### config.mk
export PLATFORM = sky130hd
export DESIGN_NAME = store_buffer
export DESIGN_NICKNAME = d
export VERILOG_FILES = /design/src/rtl/store_buffer_pkg.sv /design/src/rtl/store_buffer_fmt.sv /design/src/rtl/store_buffer.sv
export SDC_FILE = /design/constraint.sdc
export NUM_CORES = 1
export LEC_CHECK = 0
export ABC_AREA = 1
export BUFFER_PORTS_ARGS = -buffer_cell sky130_fd_sc_hd__buf_2
export CORE_UTILIZATION = 40
export CTS_CLUSTER_DIAMETER = 150
export CTS_CLUSTER_SIZE = 8
export DETAILED_ROUTE_END_ITERATION = 8
export GPL_ROUTABILITY_DRIVEN = 0
export PLACE_DENSITY = 0.63
export SYNTH_ARGS = -nofsm -noshare
export SYNTH_HDL_FRONTEND = slang
export SYNTH_SLANG_ARGS = --single-unit
### constraint.sdc
create_clock -name clk -period 4.91 [get_ports clk]
set_clock_uncertainty 0.1 [all_clocks]
set_input_delay 0.2455 -clock clk [delete_from_list [all_inputs] [get_ports clk]]
set_output_delay 0.2455 -clock clk [all_outputs]
set_load 0.1 [all_outputs]
### src/rtl/store_buffer_pkg.sv
// Shared types and op codes for the store buffer slice: ALU op encodings,
// reset level, default depth, drain FSM states and the FIFO entry layout.
package store_buffer_pkg;

    localparam logic       RST_ENABLE      = 1'b1;
    localparam logic [31:0] ZERO_WORD      = 32'h0000_0000;
    localparam int         STORE_BUF_DEPTH = 4;
    localparam int         ALU_OP_W        = 8;
    localparam int         BYTE_EN_W       = 4;

    localparam logic [ALU_OP_W-1:0] EXE_SB_OP  = 8'b1110_1000;
    localparam logic [ALU_OP_W-1:0] EXE_SH_OP  = 8'b1110_1001;
    localparam logic [ALU_OP_W-1:0] EXE_SWL_OP = 8'b1110_1010;
    localparam logic [ALU_OP_W-1:0] EXE_SW_OP  = 8'b1110_1011;
    localparam logic [ALU_OP_W-1:0] EXE_SWR_OP = 8'b1110_1110;
    localparam logic [ALU_OP_W-1:0] EXE_SC_OP  = 8'b1111_1000;
    localparam logic [ALU_OP_W-1:0] EXE_LW_OP  = 8'b1110_0011;

    typedef enum logic {
        ST_IDLE = 1'b0,
        ST_BUSY = 1'b1
    } drain_state_t;

    typedef struct packed {
        logic [29:0]          word;
        logic [BYTE_EN_W-1:0] be;
        logic [31:0]          data;
    } sb_entry_t;

endpackage

### src/rtl/store_buffer_fmt.sv
// Combinational store formatter: turns a store op, the low address bits and
// rt into little-endian byte enables and lane-aligned write data.
module store_fmt
    import store_buffer_pkg::*;
(
    input  logic [ALU_OP_W-1:0]  aluop,
    input  logic [1:0]           addr_lo,
    input  logic [31:0]          rt,
    output logic [BYTE_EN_W-1:0] be,
    output logic [31:0]          data,
    output logic                 legal
);

    // Decode op and alignment into byte enables, data lanes and legality
    always_comb begin
        be    = 4'b0000;
        data  = 32'h0000_0000;
        legal = 1'b0;
        case (aluop)
            EXE_SB_OP: begin
                be    = 4'b0001 << addr_lo;
                data  = {4{rt[7:0]}};
                legal = 1'b1;
            end
            EXE_SH_OP: begin
                be    = addr_lo[1] ? 4'b1100 : 4'b0011;
                data  = {2{rt[15:0]}};
                legal = ~addr_lo[0];
            end
            EXE_SW_OP, EXE_SC_OP: begin
                be    = 4'b1111;
                data  = rt;
                legal = (addr_lo == 2'b00);
            end
            EXE_SWL_OP: begin
                legal = 1'b1;
                case (addr_lo)
                    2'b00:   begin be = 4'b0001; data = {24'h000000, rt[31:24]}; end
                    2'b01:   begin be = 4'b0011; data = {16'h0000, rt[31:16]}; end
                    2'b10:   begin be = 4'b0111; data = {8'h00, rt[31:8]}; end
                    default: begin be = 4'b1111; data = rt; end
                endcase
            end
            EXE_SWR_OP: begin
                legal = 1'b1;
                case (addr_lo)
                    2'b00:   begin be = 4'b1111; data = rt; end
                    2'b01:   begin be = 4'b1110; data = {rt[23:0], 8'h00}; end
                    2'b10:   begin be = 4'b1100; data = {rt[15:0], 16'h0000}; end
                    default: begin be = 4'b1000; data = {rt[7:0], 24'h000000}; end
                endcase
            end
            default: begin
                be    = 4'b0000;
                data  = 32'h0000_0000;
                legal = 1'b0;
            end
        endcase
    end

endmodule

### src/rtl/store_buffer.sv
// Post-commit store buffer: queues formatted stores in a FIFO and drains them
// to the data bus one at a time, flagging loads that hit a pending word.
module store_buffer
    import store_buffer_pkg::*;
#(
    parameter int DEPTH = STORE_BUF_DEPTH
) (
    input  logic                 clk,
    input  logic                 rst,
    input  logic                 st_valid_i,
    input  logic [ALU_OP_W-1:0]  aluop_i,
    input  logic [31:0]          mem_addr_i,
    input  logic [31:0]          reg2_i,
    input  logic                 LLbit_i,
    output logic                 st_ready_o,
    input  logic                 ld_valid_i,
    input  logic [31:0]          ld_addr_i,
    output logic                 ld_hazard_o,
    output logic                 empty_o,
    output logic                 bus_req_o,
    output logic [31:0]          bus_addr_o,
    output logic [31:0]          bus_wdata_o,
    output logic [BYTE_EN_W-1:0] bus_be_o,
    input  logic                 bus_ack_i
);

    localparam int PW = $clog2(DEPTH);
    localparam int CW = PW + 1;
    localparam logic [CW-1:0] DEPTH_CNT = CW'(DEPTH);

    sb_entry_t            mem_r [DEPTH];
    logic [PW-1:0]        wr_ptr_r, rd_ptr_r;
    logic [CW-1:0]        count_r, count_next_s;
    drain_state_t         state_r, state_next_s;
    logic [BYTE_EN_W-1:0] fmt_be_s;
    logic [31:0]          fmt_data_s;
    logic                 fmt_legal_s;
    logic                 enq_s, deq_s, hit_s, in_rst_s;
    logic [PW-1:0]        idx_s;
    sb_entry_t            head_s;

    store_fmt u_fmt (
        .aluop   (aluop_i),
        .addr_lo (mem_addr_i[1:0]),
        .rt      (reg2_i),
        .be      (fmt_be_s),
        .data    (fmt_data_s),
        .legal   (fmt_legal_s)
    );

    assign in_rst_s     = (rst == RST_ENABLE);
    assign st_ready_o   = ~in_rst_s & (count_r < DEPTH_CNT);
    // A full buffer refuses the store even if the head pops this same cycle
    assign enq_s        = st_valid_i & st_ready_o & fmt_legal_s
                        & ~((aluop_i == EXE_SC_OP) & ~LLbit_i);
    assign deq_s        = (state_r == ST_BUSY) & bus_ack_i;
    assign count_next_s = count_r + CW'(enq_s) - CW'(deq_s);
    assign empty_o      = (count_r == {CW{1'b0}});
    assign head_s       = mem_r[rd_ptr_r];

    // Pointer and occupancy bookkeeping
    always_ff @(posedge clk or posedge rst) begin
        if (rst) begin
            wr_ptr_r <= {PW{1'b0}};
            rd_ptr_r <= {PW{1'b0}};
            count_r  <= {CW{1'b0}};
        end else begin
            wr_ptr_r <= enq_s ? wr_ptr_r + PW'(1) : wr_ptr_r;
            rd_ptr_r <= deq_s ? rd_ptr_r + PW'(1) : rd_ptr_r;
            count_r  <= count_next_s;
        end
    end

    // Entry storage; contents are only meaningful while counted as occupied
    always_ff @(posedge clk) begin
        if (enq_s) begin
            mem_r[wr_ptr_r] <= '{word: mem_addr_i[31:2], be: fmt_be_s, data: fmt_data_s};
        end else begin
            mem_r[wr_ptr_r] <= mem_r[wr_ptr_r];
        end
    end

    // Drain FSM state register
    always_ff @(posedge clk or posedge rst) begin
        if (rst) begin
            state_r <= ST_IDLE;
        end else begin
            state_r <= state_next_s;
        end
    end

    // Drain FSM next state; the head stays on the bus until acknowledged
    always_comb begin
        state_next_s = state_r;
        case (state_r)
            ST_IDLE: begin
                if (count_r != {CW{1'b0}}) state_next_s = ST_BUSY;
                else                       state_next_s = ST_IDLE;
            end
            ST_BUSY: begin
                if (deq_s) state_next_s = (count_next_s != {CW{1'b0}}) ? ST_BUSY : ST_IDLE;
                else       state_next_s = ST_BUSY;
            end
            default: state_next_s = ST_IDLE;
        endcase
    end

    // Bus outputs are driven from the head only while busy
    always_comb begin
        bus_req_o   = 1'b0;
        bus_addr_o  = ZERO_WORD;
        bus_wdata_o = ZERO_WORD;
        bus_be_o    = 4'b0000;
        if (state_r == ST_BUSY) begin
            bus_req_o   = 1'b1;
            bus_addr_o  = {head_s.word, 2'b00};
            bus_wdata_o = head_s.data;
            bus_be_o    = head_s.be;
        end else begin
            bus_req_o   = 1'b0;
        end
    end

    // Word-granular match of the load against every occupied entry
    always_comb begin
        hit_s = 1'b0;
        idx_s = rd_ptr_r;
        for (int k = 0; k < DEPTH; k++) begin
            idx_s = rd_ptr_r + PW'(k);
            if ((CW'(k) < count_r) && (mem_r[idx_s].word == ld_addr_i[31:2])) begin
                hit_s = 1'b1;
            end else begin
                hit_s = hit_s;
            end
        end
    end

    assign ld_hazard_o = ~in_rst_s & ld_valid_i & hit_s;

endmodule
# ---- Word-level counts from Yosys, hierarchy flattened
# Memories as Yosys holds them, arrays and structs flattened.
# Cells that the tools add are included.
dict set report word_totals {
  regBits 8
  latch_bits 0
  ramBits 264
  mem_bits_ro 0
  input_bits 110
  output_inout_bits 72
  word_cells 79
  n_memories 1
}
# name words width read_ports rd_clocked_by_memory_dff write_ports line_no
set mem_list {}
lappend mem_list {mem_r 4 66 4 0 1 store_buffer.sv:31} ;# sb_entry_t mem_r [DEPTH];
dict set report classes {
  n_addsub 6
  n_mul 0
  div 0
  n_lt_le_gt_ge 5
  eq_ne 13
  shift 1
  n_mux 24
  n_bitwise 14
  reduce_logical 11
}
# cell count
set op_table {}
lappend op_table {{one-hot mux 32 bit (3 select lines)} 2}
lappend op_table {{one-hot mux 32 bit (5 select lines)} 1}
lappend op_table {{== test 30 bit} 4}
lappend op_table {{two-way mux 66 bit} 1}
lappend op_table {{two-way mux 32 bit} 2}
lappend op_table {{== test 8 bit, second input constant} 6}
lappend op_table {{one-hot mux 4 bit (5 select lines)} 1}
lappend op_table {{one-hot mux 4 bit (3 select lines)} 1}
lappend op_table {{two-way mux 1 bit} 11}
lappend op_table {{one-hot mux 3 bit (3 select lines)} 1}
lappend op_table {{AND 1 bit} 8}
lappend op_table {{two-way mux 4 bit} 2}
lappend op_table {{less-than comparator 1 x 3 -> 1 bit, first input constant} 2}
lappend op_table {{less-than comparator 2 x 3 -> 1 bit, first input constant} 2}
lappend op_table {{nonzero test 3 bit} 2}
lappend op_table {{NOT 1 bit} 5}
lappend op_table {{adder 2 x 1 -> 2 bit, second input constant} 2}
lappend op_table {{adder 2 bit, second input constant} 2}
lappend op_table {{logical AND 1 bit} 4}
lappend op_table {{<< shifter 1 x 2 -> 4 bit, first input constant} 1}
lappend op_table {{adder 3 x 1 -> 3 bit} 1}
lappend op_table {{zero test 3 bit} 1}
lappend op_table {{less-than comparator 3 bit, second input constant} 1}
lappend op_table {{one-hot mux 1 bit (3 select lines)} 1}
lappend op_table {{other kinds (10)} 10}

# ---- Logic depth before layout (Yosys ltp)
# Gate-level depths: netlist of the first run.
dict set report logic_depth {
  ltp_word 11
  depth_mapped 19
  depth_no_buf 17
}

# ---- By module
# From an unflattened synthesis of the first run, not the netlist that was laid out.
dict set report hier_totals {
  cells_unflattened 2242
  area_unflattened_um2 16958.8
}
# mod instances cells_per_inst area_each_um2 seq_area_each_um2
set by_module_without_submodules {}
lappend by_module_without_submodules {store_buffer 1 1825 15014.4 8127.8}
lappend by_module_without_submodules {store_fmt 1 417 1944.4 0.0}

# ---- Worst setup path after synthesis of the first run
# No wires, ideal clock.
dict set report synth_path {
  path_kind {in2reg}
  startpoint {input aluop_i[6]}
  endpoint {memory mem_r[0][0] (netlist bit), enable pin}
  setup_ns 0.491
  arrival_ns 4.065
  required_time_ns 4.319
  slack_ns 0.254
  path_stages 10
  n_path_buf 0
  cell_sequence {nand3_1 -> nor2_4 -> nand4_1 -> inv_1 -> nor2_1 -> inv_1 -> a21oi_1 -> o21ai_1 -> nand3_2 -> nor2_1}
}
dict set report synth_between {
  elab_chain_len 8
  word_cells_on_any_way 18
  cone_classes {eq/ne: 6; mux: 4; bitwise: 5; reduce/logical: 3}
}
# item line_no
set synth_lines {}
lappend synth_lines {{start, declared} store_buffer.sv:11} ;# input logic [ALU_OP_W-1:0] aluop_i,
lappend synth_lines {{== test 8 bit (on tied branches)} {store_buffer_fmt.sv:19, store_buffer.sv:55}}
lappend synth_lines {{OR reduction 3 bit (no source line) / OR reduction 2 bit (equally long branches)} -}
lappend synth_lines {{one-hot mux 1 bit (3 select lines)} store_buffer_fmt.sv:19} ;# case (aluop)
lappend synth_lines {{AND 1 bit} store_buffer.sv:54} ;# assign enq_s = st_valid_i & st_ready_o & fmt_legal_s
lappend synth_lines {{AND 1 bit (*)} store_buffer.sv:55} ;# & ~((aluop_i == EXE_SC_OP) & ~LLbit_i);
lappend synth_lines {{two-way mux 1 bit (on tied branches)} {store_buffer.sv:76, store_buffer.sv:79}}
lappend synth_lines {{two-way mux 1 bit (not written as such) / AND reduction 2 bit (equally long branches)} -}
lappend synth_lines {{OR 1 bit (no source line) (*)} -}
lappend synth_lines {{end, declared} store_buffer.sv:31}
# Every way passes the cells marked *; elsewhere a longest branch is shown, timed or not.

# ---- Final worst setup path of the first run
dict set report layout_path {
  startpoint {register rd_ptr_r[1]}
  endpoint {output ld_hazard_o}
}
dict set report layout_between {
  elab_chain_len 8
  word_cells_on_any_way 17
  cone_classes {add/sub: 3; eq/ne: 4; mux: 4; bitwise: 1; reduce/logical: 4; memory: 1}
}
# item line_no
set layout_lines {}
lappend layout_lines {{start, declared} store_buffer.sv:32} ;# logic [PW-1:0] wr_ptr_r, rd_ptr_r;
lappend layout_lines {{start signal, assigned} store_buffer.sv:65} ;# rd_ptr_r <= {PW{1'b0}};
lappend layout_lines {{start signal, assigned} store_buffer.sv:69} ;# rd_ptr_r <= deq_s ? rd_ptr_r + PW'(1) : rd_ptr_r;
lappend layout_lines {{adder 2 x 1 -> 2 bit / memory read (4 x 66 bit) (equally long branches)} -}
lappend layout_lines {{memory read (4 x 66 bit) (*)} -}
lappend layout_lines {{== test 30 bit / logical AND 1 bit (equally long branches)} store_buffer.sv:130} ;# if ((CW'(k) < count_r) && (mem_r[idx_s].word == ld_addr_i[31:2])) begin
lappend layout_lines {{logical AND 1 bit / two-way mux 1 bit (equally long branches)} store_buffer.sv:130}
lappend layout_lines {{two-way mux 1 bit (2 in a row)} store_buffer.sv:130}
lappend layout_lines {{two-way mux 1 bit (*)} store_buffer.sv:130}
lappend layout_lines {{AND 1 bit (*)} store_buffer.sv:138} ;# assign ld_hazard_o = ~in_rst_s & ld_valid_i & hit_s;
lappend layout_lines {{end, declared} store_buffer.sv:18} ;# output logic ld_hazard_o,
# Marked as above.

==> results.md, run 1 <==
* Status: finished clean
* Wirelength, routed at ~52000 µm
* Max clock buf depth at 3
* 1st-iter DRT viols at ~1500
* Rows at 73
* Highest clock rate at around 230 MHz
* Fin crit share at between 80% and 90%
* Multi-input logic area at 7030 µm²
* Total gr overflow at 0
* Reg clk slew, reported paths at around 50 ps
* CTS buffer count at 39
* Crit path largest cell delay at between 900 and 1000 ps
* Clk_lat worst skew at between 500 and 600 ps
* Pin count of the biggest net entering global routing at between 100 and 150
* Pleak at about 8.5 nW
* RSZ-0062 raised after global routing: false
* Initial antenna violation count at 4
* Root buf cell: clkbuf_16
* Area grow syn2layout at 16.3%
* DRC at 0
* Final setup viols at 0
* Wire per inst at 18.7 µm
* Synth Instances at roughly 2100
* Pre-antenna DRT Iters at 6
* HPWL after DPL at between 30000 and 40000 µm
* Power density over the cells at 679 nW/µm²
* Clock sink total at 272
* CP required at around 4600 ps
* Final net count at around 2400
* Final Slew Violations at 0
* Worst-margin pin slew at around 1100 ps
* Worst Setup Start Kind: flip-flop
* Crit path buffers/inverters at 2
* Layout cells sized above 1 at 11.4%
* Initial Utilization at 40.9%
* TNS Setup at 0 ps
* Quantity of gates resized following cts at 0
* Final hold viol count at 0
* Mapped cell area at between 15000 and 20000 µm²
* Gr usage total at between 20% and 30%
* CP arrival at 3950 ps
* Vias in the first global route at between 10000 and 15000
* Sequential share of the synthesized area at about 50%
* Net Switching at 7.35 mW
* Slew HR at 25.5%
* MaxCap Viol Count at 0
* Sequential Power Share at roughly a fifth
* Synth cell types at 39
* Die X at 204 µm
* Die height at between 200 and 250 µm
* Syn. warnings at 0
* Fin Hold WS at between 15 and 20 ps
* Std-Cell Core Area at between 40000 and 50000 µm²
* First-pass GRT wire length at about 80000 µm
* Flops & latches, synth at 272
* Clock Power Share at 18.9%
* Post-detailed-route count of antenna-violating nets at 0
* Register area at 8140 µm²
* Most frequent CP cell: nor2_1
* Gate power share at 59.9%
* Crit path max-delay family: simple AND/OR/NAND/NOR gates
* Worst-path fanout max at 90
* Post-Syn Area per Cell at ~8 µm²
* I/O pin cnt at between 150 and 200
* Vias per cell at between 5 and 6
* VDD IR-drop max at 0.000589 V
* CP cell instances: buf_4, nand3_1, nand3_1, nand4_1, nor2_1, nand2_1, nor2_1, nand2_1, nand2_1, nor2_1, nor2_1, buf_12
* Fin crit period at approximately 4300 ps
* Slowest CP cell: buf_4
* Layout fillers at 3884
* H-tree depth at 2
* HP Class: input port to flip-flop
* Via count at around 15000
* Worst setup path class: flip-flop to primary output
* CTS tree: built
* Die area at around 42000 µm²
* Crit path capture type: primary output
* Switching share of power at a little under three fifths
* Port-buffer cells at 177
* Cell internal pwr at ~5.6 mW
## state kept, by name (all words and copies together) (netlist names)
name and flops:
state_r 1, rd_ptr_r 2, mem_r 264, wr_ptr_r 2, count_r 3
## repair_timing
action	4_1_cts	5_1_grt
buffers inserted	0	0
hold endpoints to repair	130	0
setup endpoints to repair	0	0
hold buffers	32	0
## power by group through the flow
stage               sequential [mW]  clock (mW)  combinational, mW
floorplan                      2.65           0               6.29
finish                         2.74        2.44               7.73
global route                   2.76        2.57               8.33
global placement               2.78           0               7.56
CTS                            2.74        2.48               7.69
detailed placement             2.79           0               7.65
## cell usage after synthesis (all sizes together)
cell     instances  share of area [%]
a221oi           4               0.21
nor3b            1              0.046
nand2          835                 19
nand3          346                 11
o31ai            1              0.046
ha               8               0.61
o2111ai         13               0.70
a31oi           36                1.4
a22oi           37                1.7
dfrtp            8                1.2
o41ai            1               0.10
clkinv           3              0.069
o211ai           4               0.18
fa               1               0.12
a32oi            1              0.054
or2              1              0.038
xor2            10               0.54
nor2           103                2.4
nor3             2              0.061
inv            171                4.0
nor4             1              0.038
nand4           27                1.0
edfxtp         264                 48
a21oi           22               0.67
buf             67                2.7
o22ai            5               0.19
o21ai           58                1.8
o221ai          19                1.0
clkbuf          32               0.73
conb             1              0.023
## worst register-to-register path: cells and delay by family, from the launching register on
kind	cells	cell delay [ps]
simple gates	3	1000
buf+inv	3	160
fa+ha+maj	3	1040
flops	1	480
compound gates	1	70
## stage by stage
step / power (mW) / setup WS, ps / cell area, µm² / instances / utilization (%)
3_5_place_dp: 10.4 / 1250 / 17600 / 2708 / 44.0
6_report: 12.9 / 611 / 19000 / 2799 / 47.5
2_1_floorplan: 8.94 / 254 / 16400 / 2083 / -
4_1_cts: 12.9 / 660 / 19000 / 2795 / 47.5
5_1_grt: 13.7 / 348 / 19000 / 2797 / 47.5
3_3_place_gp: 10.3 / 1270 / 17600 / 2708 / 44.0
## placed cells by master, fill, tap and decap left out, types with 2 or more instances in the layout
cell type | netlist | final
diode_2 | 0 | 4
nor3_1 | 2 | 2
clkbuf_16 | 0 | 39
buf_4 | 19 | 18
inv_1 | 169 | 168
nor2_4 | 1 | 5
o21ai_0 | 48 | 48
dfrtp_4 | 0 | 2
conb_1 | 1 | 2
inv_4 | 2 | 2
clkinv_1 | 3 | 3
a221oi_1 | 4 | 4
a21oi_1 | 22 | 22
buf_2 | 24 | 176
ha_1 | 8 | 8
o211ai_1 | 4 | 4
nand3_1 | 345 | 345
nand4_1 | 27 | 27
a31oi_1 | 36 | 36
nand2_1 | 832 | 832
o21ai_1 | 9 | 9
buf_12 | 0 | 5
o221ai_1 | 19 | 19
nor2_1 | 102 | 98
clkbuf_1 | 32 | 13
xor2_1 | 10 | 10
o2111ai_1 | 13 | 13
edfxtp_1 | 264 | 264
o22ai_1 | 5 | 5
a22oi_1 | 37 | 37
dlygate4sd3_1 | 0 | 32
dfrtp_1 | 8 | 6
nand2_2 | 3 | 3
## cell families after synthesis
kind of cell	count (synthesis)	synth area share, %
simple gates	1316	33.5
buf+inv	273	7.47
flops	272	49.7
compound gates	201	8.05
xor+xnor	10	0.536
fa+ha+maj	9	0.735
other cells	1	0.0229
## per-layer routing
layer	wire, µm	up-vias	share of wire [%]	GRT usage (%)
li1	-	7411	-	-
met1	22300	7198	43	34.6
met2	23600	758	45	39.0
met3	4760	110	9.1	4.78
met4	1720	0	3.3	9.75
met5	0	-	0	0
## cell type report
cell class / count / area share, %
inverters: 174 / 3.46
flip-flops and latches: 272 / 42.8
multi-input cells: 1538 / 37.0
repair buffers: 231 / 7.56
well taps: 525 / 3.46
clock buffers: 52 / 5.39
clock inverters: 3 / 0.290
diodes: 4 / 0.0527
## final timing paths
path / startpoint / to / slack, ps / cells after the start
max reg2reg: count_r[2] / state_r / 1910 / 10
min reg2reg: wr_ptr_r[1] / wr_ptr_r[1] / 470 / 2
max: rd_ptr_r[1] / ld_hazard_o / 610 / 12
max in group asynchronous: rst / rd_ptr_r[1] / 4030 / 3
min in group asynchronous: rst / count_r[0] / 240 / 3
min: reg2_i[18] / mem_r[0][18] / 20 / 3
(Power assumes the default switching activity.)
==> inputs of run 2 (changes only) <==
--- a/config.mk
+++ b/config.mk
@@ -6,13 +6,13 @@
 export NUM_CORES = 1
 export LEC_CHECK = 0
 export ABC_AREA = 1
-export BUFFER_PORTS_ARGS = -buffer_cell sky130_fd_sc_hd__buf_2
+export BUFFER_PORTS_ARGS = -buffer_cell sky130_fd_sc_hd__buf_4
 export CORE_UTILIZATION = 40
 export CTS_CLUSTER_DIAMETER = 150
 export CTS_CLUSTER_SIZE = 8
 export DETAILED_ROUTE_END_ITERATION = 8
 export GPL_ROUTABILITY_DRIVEN = 0
-export PLACE_DENSITY = 0.63
+export PLACE_DENSITY = 0.56
 export SYNTH_ARGS = -nofsm -noshare
 export SYNTH_HDL_FRONTEND = slang
 export SYNTH_SLANG_ARGS = --single-unit
==> run 2 against run 1 <==
  * Hold slack better by 16 ps
  * Register-to-register slack better by 190 ps
  * Wire length up 2.4%
  * Utilization up 1.1 points
  * Critical path type unchanged
  * Largest cell class unchanged
  * Largest power group unchanged
  * Highest routed layer is now met5
==> results.md, run 2 (synthesized netlist as in run 1, its figures left out) <==
* Switching share of power at 56.0% (-0.91 points)
* Layout fillers at 3938 (+1.4%)
* Final net count at 2377 (+0.084%)
* Post-CTS setup-driven buffer insertion count at 0 (unchanged)
* Wirelength, routed at 53600 µm (+2.4%)
* Final setup viols at 0 (unchanged)
* Register area at 8140 µm² (unchanged)
* Root buf cell: clkbuf_16
* Final Slew Violations at 0 (unchanged)
* Cell internal pwr at 5.82 mW (+4.5%)
* Worst-margin pin slew at 1090 ps (-26.2 ps)
* Top reg by flops: mem_r
* Multi-input logic area at 7030 µm² (unchanged)
* Overall power at 13.2 mW (+2.3%)
* TNS Setup at 0 ps (unchanged)
* Quantity of gates resized following cts at 0 (unchanged)
* I/O pin cnt at 182 (unchanged)
* Commonest non-fill, non-tap cell in the layout: nand2_1
* Gr usage total at 25.8% (+0.64 points)
* Via count at 15300 (-0.99%)
* Total placed cells including tap cells at 2709 (+0.037%)
* MaxCap Viol Count at 0 (unchanged)
* Final hold viol count at 0 (unchanged)
* Sequential Power Share at 20.4% (-0.8 points)
* Non-Filler Instances at 2802 (+0.11%)
* Total gr overflow at 0 (unchanged)
* Clk_lat worst skew at 560 ps (about the same)
* Clock sink total at 272 (unchanged)
* Die height at 204 µm (unchanged)
* Std-Cell Core Area at 40000 µm² (unchanged)
* Fin crit share at 85.0% (-2.6 points)
* Crit path capture type: primary output
* Clock Power Share at 18.6% (-0.3 points)
* CP required at 4560 ps (about the same)
* Die area at 41700 µm² (unchanged)
* Max clock buf depth at 3 (unchanged)
* Pleak at 8.68 nW (+1.7%)
* CP arrival at 3830 ps (-120 ps)
* Fin crit period at 4170 ps (-127 ps)
* Worst Setup Start Kind: flip-flop
* Max FFs per register at 264 (unchanged)
* Initial antenna violation count at 1 (-3)
* Post-CTS Hold Fix Bufs at 33 (+3.1%)
* HPWL after DPL at 36500 µm (+2.0%)
* Post-detailed-route count of antenna-violating nets at 0 (unchanged)
* Final WS setup at 738 ps (+127 ps)
* Gate power share at 61.0% (+1.1 points)
* Worst-path fanout max at 91 (+1.1%)
* DRC at 0 (unchanged)
* Largest registers: mem_r: 264 flops, count_r: 3 flops
* Rows at 73 (unchanged)
* Fin Hold WS at 35.9 ps (+16.3 ps)
* Pre-antenna DRT Iters at 7 (+1)
* CTS tree: built
* Net Switching at 7.40 mW (+0.69%)
* HP Class: input port to flip-flop
* First-pass GRT wire length at 81600 µm (+1.7%)
* Reg clk slew, reported paths at 50 ps (about the same)
* Most frequent cells in the layout: nand2_1 (832), nand3_1 (345), edfxtp_1 (264)
* RSZ-0062 raised after global routing: false
* Area grow syn2layout at 19.0%
* Vias in the first global route at 14200 (+0.19%)
* Worst setup path class: flip-flop to primary output
* 1st-iter DRT viols at 1265 (-16%)
* H-tree depth at 2 (unchanged)
* CTS buffer count at 39 (unchanged)
* Die X at 204 µm (unchanged)
* Power density over the cells at 679 nW/µm² (about the same)
* Pin count of the biggest net entering global routing at 159 (+16%)
* Layout cells sized above 1 at 11.4% (+0.014 points)
* Port-buffer cells at 177 (unchanged)
* Initial Utilization at 40.9% (unchanged)
* Wire per inst at 19.1 µm (+2.3%)
* Vias per cell at 5.47 (-1.1%)
* VDD IR-drop max at 0.000554 V (-5.9%)
* Status: finished clean
* Slew HR at 27.3% (+1.7 points)
* DP Worst Slack at 1310 ps (+55.1 ps)
* Highest clock rate at 240 MHz (+3.0%)
run 2: path summary, 6_finish.rpt:
| path | from | cells after the start | slack (ps) | endpoint |
|---|---|---|---|---|
| max | rd_ptr_r[1] | 12 | 740 | ld_hazard_o |
| min | reg2_i[18] | 3 | 40 | mem_r[1][18] |
| max reg2reg | count_r[2] | 10 | 2100 | state_r |
| min reg2reg | wr_ptr_r[1] | 2 | 470 | wr_ptr_r[1] |
| max in group asynchronous | rst | 3 | 4140 | rd_ptr_r[1] |
| min in group asynchronous | rst | 3 | 200 | state_r |
run 2: per-stage QoR:
step | cell area (µm²) | util, %
after floorplan | 16400 | -
after global placement | 18000 | 45.1
after detailed placement | 18000 | 45.1
after CTS | 19500 | 48.6
after global routing | 19500 | 48.6
final | 19500 | 48.6
run 2: worst max-delay path: stages (launching register included):
cell	delay [ps]
dfrtp_4	790
buf_4	940
nand3_1	250
nand3_1	170
nand4_1	190
nor2_1	130
nand2_1	80
nor2_1	120
nand2_1	60
nand2_1	60
nor2_1	80
nor2_1	90
buf_4	290
run 2: power groups by stage:
| stage | Sequential [mW] | Clock (mW) | Combinational (mW) |
|---|---|---|---|
| floorplan | 2.65 | 0 | 6.29 |
| global placement | 2.74 | 0 | 7.97 |
| detailed placement | 2.74 | 0 | 8.02 |
| CTS | 2.69 | 2.51 | 8.07 |
| global route | 2.71 | 2.60 | 8.67 |
| finish | 2.70 | 2.46 | 8.07 |
run 2: layout make-up:
| cell class | instances | area share [%] |
|---|---|---|
| Clock inverter | 3 | 0.283 |
| Inverter | 174 | 3.38 |
| Multi-Input combinational cell | 1538 | 36.1 |
| Tap cell | 525 | 3.38 |
| Clock buffer | 56 | 5.34 |
| Antenna cell | 1 | 0.0129 |
| Timing Repair Buffer | 233 | 9.67 |
| Sequential cell | 272 | 41.8 |
run 2: layer usage:
| layer | part of all wire [%] | vias up | GRT usage [%] | wire length (µm) |
|---|---|---|---|---|
| li1 | - | 7416 | - | - |
| met1 | 43 | 7165 | 34.6 | 23000 |
| met2 | 46 | 639 | 41.6 | 24800 |
| met3 | 7.6 | 102 | 4.37 | 4080 |
| met4 | 3.1 | 2 | 9.67 | 1670 |
| met5 | 0.019 | - | 0 | 10 |
==> inputs of run 3 (changes only) <==
==> constraint.sdc (replaced) <==
create_clock -name clk -period 4.38 [get_ports clk]
set_clock_uncertainty 0.1 [all_clocks]
set_input_delay 0.219 -clock clk [delete_from_list [all_inputs] [get_ports clk]]
set_output_delay 0.219 -clock clk [all_outputs]
set_load 0.1 [all_outputs]
==> run 3 against run 2 <==
  * Total power is 12% higher
  * Sequential power is 11% higher
  * Register-to-register slack worse by 140 ps
  * Hold slack worse by 3.2 ps
  * Combinational power is 12% higher
  * Cell count hardly changed
  * First-iteration DRC count is 14% higher
  * Sequential share of layout area hardly changed
  * Via count hardly changed
  * Sequential cell count stayed put
  * Wire length hardly changed
  * Critical path type unchanged
  * Largest cell class unchanged
==> results.md, run 3 (synthesized netlist as in run 1, its figures left out) <==
* Status: finished clean
* Design area at 19500 µm² (about the same)
* Gr usage total at 25.6% (-0.17 points)
* Top reg by flops: mem_r
* Slowest CP cell: buf_4
* CTS buffer count at 39 (unchanged)
* Worst-margin pin slew at 862 ps (-229 ps)
* Commonest non-fill, non-tap cell in the layout: nand2_1
* Worst-path fanout max at 87 (-4.4%)
* Std-Cell Core Area at 40000 µm² (unchanged)
* Pleak at 8.70 nW (+0.21%)
* CP arrival at 3710 ps (-120 ps)
* VDD IR-drop max at 0.000598 V (+7.8%)
* Fin Hold WS at 32.8 ps (-3.17 ps)
* Fin crit share at around nine tenths
* Vias per cell at 5.47 (about the same)
* Vias in the first global route at 14200 (-0.035%)
* Hold path start: reg2_i[23]
* Crit path capture type: primary output
* Hold path cells at 3 (unchanged)
* Fin crit period at between 4000 and 5000 ps
* Slew HR at 42.5% (+15 points)
* Layout cells sized above 1 at 11.6% (+0.26 points)
* Initial Utilization at 40.9% (unchanged)
* Die area at 41700 µm² (unchanged)
* Area grow syn2layout at 19.1% (about the same)
* Wire per inst at 19.1 µm (-0.10%)
* Reg2reg end: state_r
* DRC at 0 (unchanged)
* Final setup viols at 0 (unchanged)
* Reg clk slew, reported paths at 50 ps (about the same)
* CTS tree: built
* Post-detailed-route count of antenna-violating nets at 0 (unchanged)
* HP Class: input port to flip-flop
* Crit path max-delay family: simple AND/OR/NAND/NOR gates
* Power density over the cells at 758 nW/µm² (+12%)
* Worst setup path class: flip-flop to primary output
* Die X at 204 µm (unchanged)
* Internal reg-to-reg setup slack at 1960 ps (-140 ps)
* CP required at 4060 ps (-500 ps)
* Highest clock rate at about 250 MHz
* Final hold viol count at 0 (unchanged)
* Cell Area, Placed at 18100 µm² (+0.18%)
* Final net count at 2383 (+0.25%)
* Most frequent CP cell: nand2_1
* Final Slew Violations at 0 (unchanged)
* Total gr overflow at 0 (unchanged)
* Max FFs per register at 264 (unchanged)
* Worst Reg2Reg Path Length in Cells at 10 (unchanged)
* Core Util, Final at 48.7% (about the same)
* RSZ-0062 raised after global routing: false
* Port-buffer cells at 177 (unchanged)
* Max clock buf depth at 3 (unchanged)
* Via count at 15300 (+0.059%)
* Wirelength, routed at 53500 µm (about the same)
* Crit path buffers/inverters at 2 (unchanged)
* I/O pin cnt at 182 (unchanged)
* Hold EP: mem_r[1][23]
* H-tree depth at 2 (unchanged)
* R2r startpoint: count_r[2]
* Post-CTS setup-driven buffer insertion count at 0 (unchanged)
* Clk_lat worst skew at 560 ps (about the same)
* First-pass GRT wire length at 81500 µm (-0.13%)
* Worst Setup Start Kind: flip-flop
* Pin count of the biggest net entering global routing at 88 (-45%)
* Most frequent cells in the layout: nand2_1 (832), nand3_1 (345), edfxtp_1 (264)
* Root buf cell: clkbuf_16
* Rows at 73 (unchanged)
* Worst Setup SP: rd_ptr_r[0]
* Largest registers: mem_r: 264 flops, count_r: 3 flops
* Crit path largest cell delay at 760 ps (-180 ps)
* HPWL after DPL at 36900 µm (+1.1%)
* MaxCap Viol Count at 0 (unchanged)
* Die height at 204 µm (unchanged)
* CP cell instances: buf_4, nand2_1, nand2_1, nand2_1, nand2_1, nand2_1, nand2_1, nand3_1, nor2_1, nand2_1, nor2_1, nand2_1, nand2_1, nor2_1, nor2_1, buf_4
* Clock sink total at 272 (unchanged)
* 1st-iter DRT viols at 1445 (+14%)
* Initial antenna violation count at 2 (+1)
* Pre-antenna DRT Iters at 6 (-1)
## run 3: layout make-up
type                    count  area, µm²
diodes                      1       2.50
inverters                 174        658
multi-input cells        1538       7030
well taps                 525        657
fillers                  3880      20500
flip-flops and latches    272       8140
clock inverters             3       48.8
repair buffers            239       1910
clock buffers              51       1020
## run 3: through the flow
| stage | worst slack, ps | total power [mW] | instances | TNS [ps] |
|---|---|---|---|---|
| CTS | 373 | 14.8 | 2802 | 0 |
| floorplan | -250 | 10.0 | 2083 | -65880 |
| finish | 352 | 14.8 | 2803 | 0 |
| global route | 50.5 | 15.6 | 2803 | 0 |
| global placement | 1020 | 12.0 | 2715 | 0 |
| detailed placement | 978 | 12.0 | 2715 | 0 |
## run 3: worst min-delay path, cell delays in order
cell and delay, ps:
buf_4 90, nand2_1 50, o2111ai_1 160
## run 3: worst max path at each step
stage	to	slack [ps]	cells after the start
2_1_floorplan	mem_r[0][0]	-250	10
3_3_place_gp	ld_hazard_o	1020	14
3_5_place_dp	ld_hazard_o	980	16
4_1_cts	ld_hazard_o	370	16
5_1_grt	ld_hazard_o	50	16
6_report	ld_hazard_o	350	16
## run 3: metal layers
layer | GRT usage [%] | up-vias | routed length (µm)
met3 | 4.51 | 96 | 4230
met1 | 34.0 | 7159 | 22700
met4 | 8.00 | 2 | 1420
li1 | - | 7419 | -
met2 | 42.5 | 657 | 25200
met5 | 0 | - | 11
## run 3: power by group
| group | switching (mW) | leakage, nW | internal [mW] | total (mW) |
|---|---|---|---|---|
| logic | 7.02 | 5.52 | 2.00 | 9.03 |
| registers | 0.121 | 2.67 | 2.88 | 3.00 |
| clock network | 1.11 | 0.519 | 1.62 | 2.73 |
## run 3: repair_timing
action | CTS | global route
endpoints found under the hold margin | 134 | 0
resized for setup | 0 | 0
hold buffers | 33 | 0
